--- src/rtl/tree_result_dispatcher_pkg.sv ---
// tree_result_dispatcher_pkg: shared state encoding and counter width for the dispatcher
package tree_result_dispatcher_pkg;
  localparam int COUNT_W = 16;
  typedef enum logic {IDLE, DISPATCH} state_e;
endpackage

--- src/rtl/tree_result_dispatcher_or.sv ---
// tree_or_reducer: balanced OR tree of depth ceil(log2(N)) built by recursive halving
module tree_or_reducer #(
  parameter int N = 6
) (
  input  logic [N-1:0] in_bits,
  output logic         or_out
);
  localparam int L = (N + 1) / 2;
  generate
    if (N == 1) begin : g_leaf
      assign or_out = in_bits[0];
    end else begin : g_node
      logic lo_or;
      logic hi_or;
      tree_or_reducer #(.N(L)) u_lo (.in_bits(in_bits[L-1:0]), .or_out(lo_or));
      tree_or_reducer #(.N(N-L)) u_hi (.in_bits(in_bits[N-1:L]), .or_out(hi_or));
      assign or_out = lo_or | hi_or;
    end
  endgenerate
endmodule

--- src/rtl/tree_result_dispatcher.sv ---
// tree_result_dispatcher: latches one value and broadcasts it to a mask of channels until all accept
module tree_result_dispatcher
  import tree_result_dispatcher_pkg::*;
#(
  parameter int DATA_WIDTH    = 8,
  parameter int CHANNEL_COUNT = 6
) (
  input  logic                     clk,
  input  logic                     reset,
  input  logic [DATA_WIDTH-1:0]    in_value,
  input  logic                     in_valid,
  output logic                     in_ready,
  input  logic [CHANNEL_COUNT-1:0] channel_mask,
  output logic [DATA_WIDTH-1:0]    out_value,
  output logic [CHANNEL_COUNT-1:0] out_valids,
  input  logic [CHANNEL_COUNT-1:0] out_readys,
  output logic                     busy,
  output logic [COUNT_W-1:0]       dispatch_count
);
  state_e                   state_q, state_d;
  logic [CHANNEL_COUNT-1:0] pending_q, pending_d;
  logic [DATA_WIDTH-1:0]    value_q, value_d;
  logic [COUNT_W-1:0]       count_q, count_d;
  logic                     accept;
  logic                     left;
  assign busy           = state_q == DISPATCH;
  assign in_ready       = state_q == IDLE && !reset;
  assign out_valids     = busy ? pending_q : '0;
  assign out_value      = value_q;
  assign dispatch_count = count_q;
  assign accept         = in_valid && in_ready;
  // left is high while any pending channel has not yet taken the value
  tree_or_reducer #(.N(CHANNEL_COUNT)) u_done (
    .in_bits(pending_q & ~out_readys),
    .or_out (left)
  );
  always_comb begin
    state_d   = state_q;
    pending_d = pending_q;
    value_d   = value_q;
    count_d   = count_q;
    if (state_q == IDLE) begin
      if (accept) begin
        value_d   = in_value;
        pending_d = channel_mask;
        state_d   = channel_mask == '0 ? IDLE : DISPATCH;
        count_d   = channel_mask == '0 ? count_q + COUNT_W'(1) : count_q;
      end
    end else begin
      pending_d = pending_q & ~out_readys;
      state_d   = left ? DISPATCH : IDLE;
      count_d   = left ? count_q : count_q + COUNT_W'(1);
    end
  end
  always_ff @(posedge clk) begin
    if (reset) begin
      state_q   <= IDLE;
      pending_q <= '0;
      value_q   <= '0;
      count_q   <= '0;
    end else begin
      state_q   <= state_d;
      pending_q <= pending_d;
      value_q   <= value_d;
      count_q   <= count_d;
    end
  end
endmodule
--- config.mk ---
export PLATFORM = sky130hd
export DESIGN_NAME = tree_result_dispatcher
export DESIGN_NICKNAME = d
export VERILOG_FILES = /design/src/rtl/tree_result_dispatcher_pkg.sv /design/src/rtl/tree_result_dispatcher_or.sv /design/src/rtl/tree_result_dispatcher.sv
export SDC_FILE = /design/constraint.sdc
export NUM_CORES = 1
export LEC_CHECK = 0
export ABC_AREA = 1
export BUFFER_PORTS_ARGS = -buffer_cell sky130_fd_sc_hd__buf_2
export CAP_MARGIN = 20
export CORE_ASPECT_RATIO = 0.5
export CORE_MARGIN = 3
export CORE_UTILIZATION = 54
export CTS_CLUSTER_DIAMETER = 60
export DETAILED_ROUTE_END_ITERATION = 6
export GPL_TIMING_DRIVEN = 1
export HOLD_SLACK_MARGIN = 0.02
export PLACE_DENSITY = 0.9
export RECOVER_POWER = 100
export SYNTH_ARGS = -nofsm -noshare
export SYNTH_HDL_FRONTEND = slang
export SYNTH_SLANG_ARGS = --single-unit
--- constraint.sdc ---
create_clock -name clk -period 3.7 [get_ports clk]
set_clock_uncertainty 0.15 [all_clocks]
set_input_delay 0.74 -clock clk [delete_from_list [all_inputs] [get_ports clk]]
set_output_delay 0.74 -clock clk [all_outputs]
set_load 0.05 [all_outputs]
==> flow_summary.toml <==
[outcome]
status = "finished, violations left"
violations = "capacitance limit, slew limit"

[cts]
worstSkewPairLatency_ns = 0.29
cts_hold_buf = 0
cts.clk_slew.worst_paths_ns = 0.07
clock_sinks = 31
clockRootBuffer = "clkbuf_8"
cts_tree = "yes"
post-cts-setup-buffers = 0
ctsHtreeMaxLevel = 2
cts-resized-gates = 0
clockBufferDepth = 2
numCtsBuffers = 5

[routing]
routed_wl_mm = 4.530
vias_per_cell = 5.214
drtIter0Drc = 120
ant_nets = 0
dr.max_layer_used = "met4"
firstDrtPassIters = 5
route.met2.wl_mm = 1.987
wl_met3_um = 500
vias = 1872
wl_per_cell_um = 12.62
wl_met1_mm = 1.922
route.detailed.drc = 0

[global_route]
antenna_found_initial = 0
grt_pass1_vias = 1651
grt_pass1_wl_mm = 7.196
grt_overflow = 0
track_usage_pct = 23.38
grt_max_degree = 28

[sta]
drv_slew = 20
final-hold-violation-count = 0
fmax_mhz = 359.7
rsz0062_at_grt = "false"
fin_crit_sh_pct = 75.13
postLayoutSetupSlackWorst_ns = 0.9202
fin_hold_ws_ns = 0.3392
setup_viol = 0
setup_tns_ns = 0
fin_crit_ns = 2.780
tightest_slew_ns = 1.534
slew_headroom_pct = -3.079

[critical_path]
required_ns = 3.72
critPathMaxFanout = 17
cp.depth = 7
slowest_delay_ns = 0.80
rr_worst_depth = 7
path_delay_family = "flip-flops"
cp_data_arrival_time_ns = 2.80
crit_top_cell = "nand2_1"
crit_buf_inv = 2
end_kind = "flip-flop"
critPathSlowestCell = "dfxtp_1"
cp-start-kind = "flip-flop"
crit_chain = "clkinvlp_2 -> nand2_1 -> inv_1 -> a21oi_2 -> nand3_1 -> nand2_1 -> nor2_1"
critPathKind = "reg -> reg"

[synthesis]
async_flop_share_pct = 0
synth_seq_cells = 31
yosysMostFrequentCell = "nand2_1"
synth.avg_cell_area_um2 = 6.451
synthCells = 269
synth_xor_area_share_pct = 0
synth_top_family_by_area = "simple AND/OR/NAND/NOR gates"
synth.yosys.warnings = 0
synth_commonest_cells = "nand2_1, inv_1, nor2_1"
netlist_area_um2 = 1735
synthTopCellsByArea = "dfxtp_1, nand2_1, inv_1"
synth-simple-area-share_pct = 39.22
yosys.area.top_type = "dfxtp_1"
synth_cell_types = 30
yosysTopAreaCellShare_pct = 35.76
synth_fp_nets = 293
synthFlopType = "dfxtp_1"
synthMuxAreaShare_pct = 0
synth_edf_count = 0
synthAdderAreaFrac_pct = 0.7210
synth_compound_area_share_pct = 11.46
yosysSeqAreaShare_pct = 35.76

[cells_and_area]
stdcell_count = 359
ff_latch_area_um2 = 620.6
layout-area-overhead-vs-synth_pct = 17.88
fillers = 251
antenna_cells = 0
multi_input_area_um2 = 868.3
nNetsFinal = 345
drive_gt1_share_pct = 13.66

[place]
gp_congestion = 0.9076
dp_slack_ns = 1.437
place.port_buffers = 54
dpl.cell_count = 351
dp_hpwl_mm = 3.122

[die]
rows = 13
core_area_um2 = 2814
initial_core_util_pct = 61.67
dieArea_um2 = 3971
die_h_um = 46.09
die_w_um = 86.17
io_pins = 55

[job]
drv_cap = 1

[power]
p_leak_nw = 0.9246
vdd_drop_max_v = 0.0001900
power_density_nw_per_um2 = 410.2

[hold_path]
hold_path_class = "reg -> reg"
hold_path_depth = 2
through the flow:
stage	cell area [um2]	power, mW	util [%]
2_1_floorplan	1735	0.4709	-
3_3_place_gp	1993	0.4984	70.83
3_5_place_dp	1993	0.5026	70.83
4_1_cts	2111	0.8448	75.01
5_1_grt	2046	0.8715	72.70
6_report	2046	0.8392	72.70
power by group:
group          internal (mW)  switching [mW]  total [mW]
clock                  0.218           0.130       0.348
sequential             0.349          0.0144       0.363
combinational         0.0324          0.0952       0.128
tightest hold or removal path: stages (launching register included):
cell and delay [ns]:
dfxtp_1 0.32, nand2_1 0.06, o21ai_0 0.07
area by class of cell:
type                    instances  area share [%]
clock buffers                   6           4.037
well taps                      37           2.263
clock inverters                 2           1.713
flip-flops and latches         31           30.34
inverters                      43           7.951
repair buffers                 54           11.25
multi-input cells             186           42.45
state kept, by name, summed over array words and instances, names as in the netlist:
register,count
out_value,8
pending_q,6
dispatch_count,16
busy,1
placed cells by master (no fill, tap or decap):
master / count
nor3_1: 3
clkinv_2: 1
dfxtp_1: 31
nor2_2: 3
inv_1: 40
clkbuf_8: 6
inv_2: 2
nand4_1: 2
nand2_1: 74
buf_2: 22
ha_1: 1
nor2_4: 1
a221oi_1: 2
o21ai_4: 1
or2_2: 1
clkbuf_1: 32
nand2_4: 2
a21oi_4: 1
bufinv_16: 1
a21oi_1: 4
o21ai_0: 19
a21oi_2: 1
clkinvlp_2: 1
a31oi_1: 4
nand3_1: 28
nor3_2: 1
nor2_1: 38
cells by family after synthesis:
logic type / Yosys count
adders and majority gates: 1
DFF: 31
buffers and inverters: 52
and+or+nand+nor: 153
AOI/OAI and AO/OA: 32
layer usage:
layer	vias up	GRT usage (%)
li1	943	-
met1	802	29.71
met2	108	38.44
met3	19	7.500
met4	0	7.764
met5	-	0
path summary, 6_finish.rpt:
check,from,to,slack [ns]
worst max-delay path,busy,dispatch_count[11],0.92
worst min-delay path,out_value[5],out_value[5],0.34
worst max register to register,busy,dispatch_count[11],0.92
worst min register to register,out_value[5],out_value[5],0.34
No activity file was read; power rests on OpenSTA's default activity.
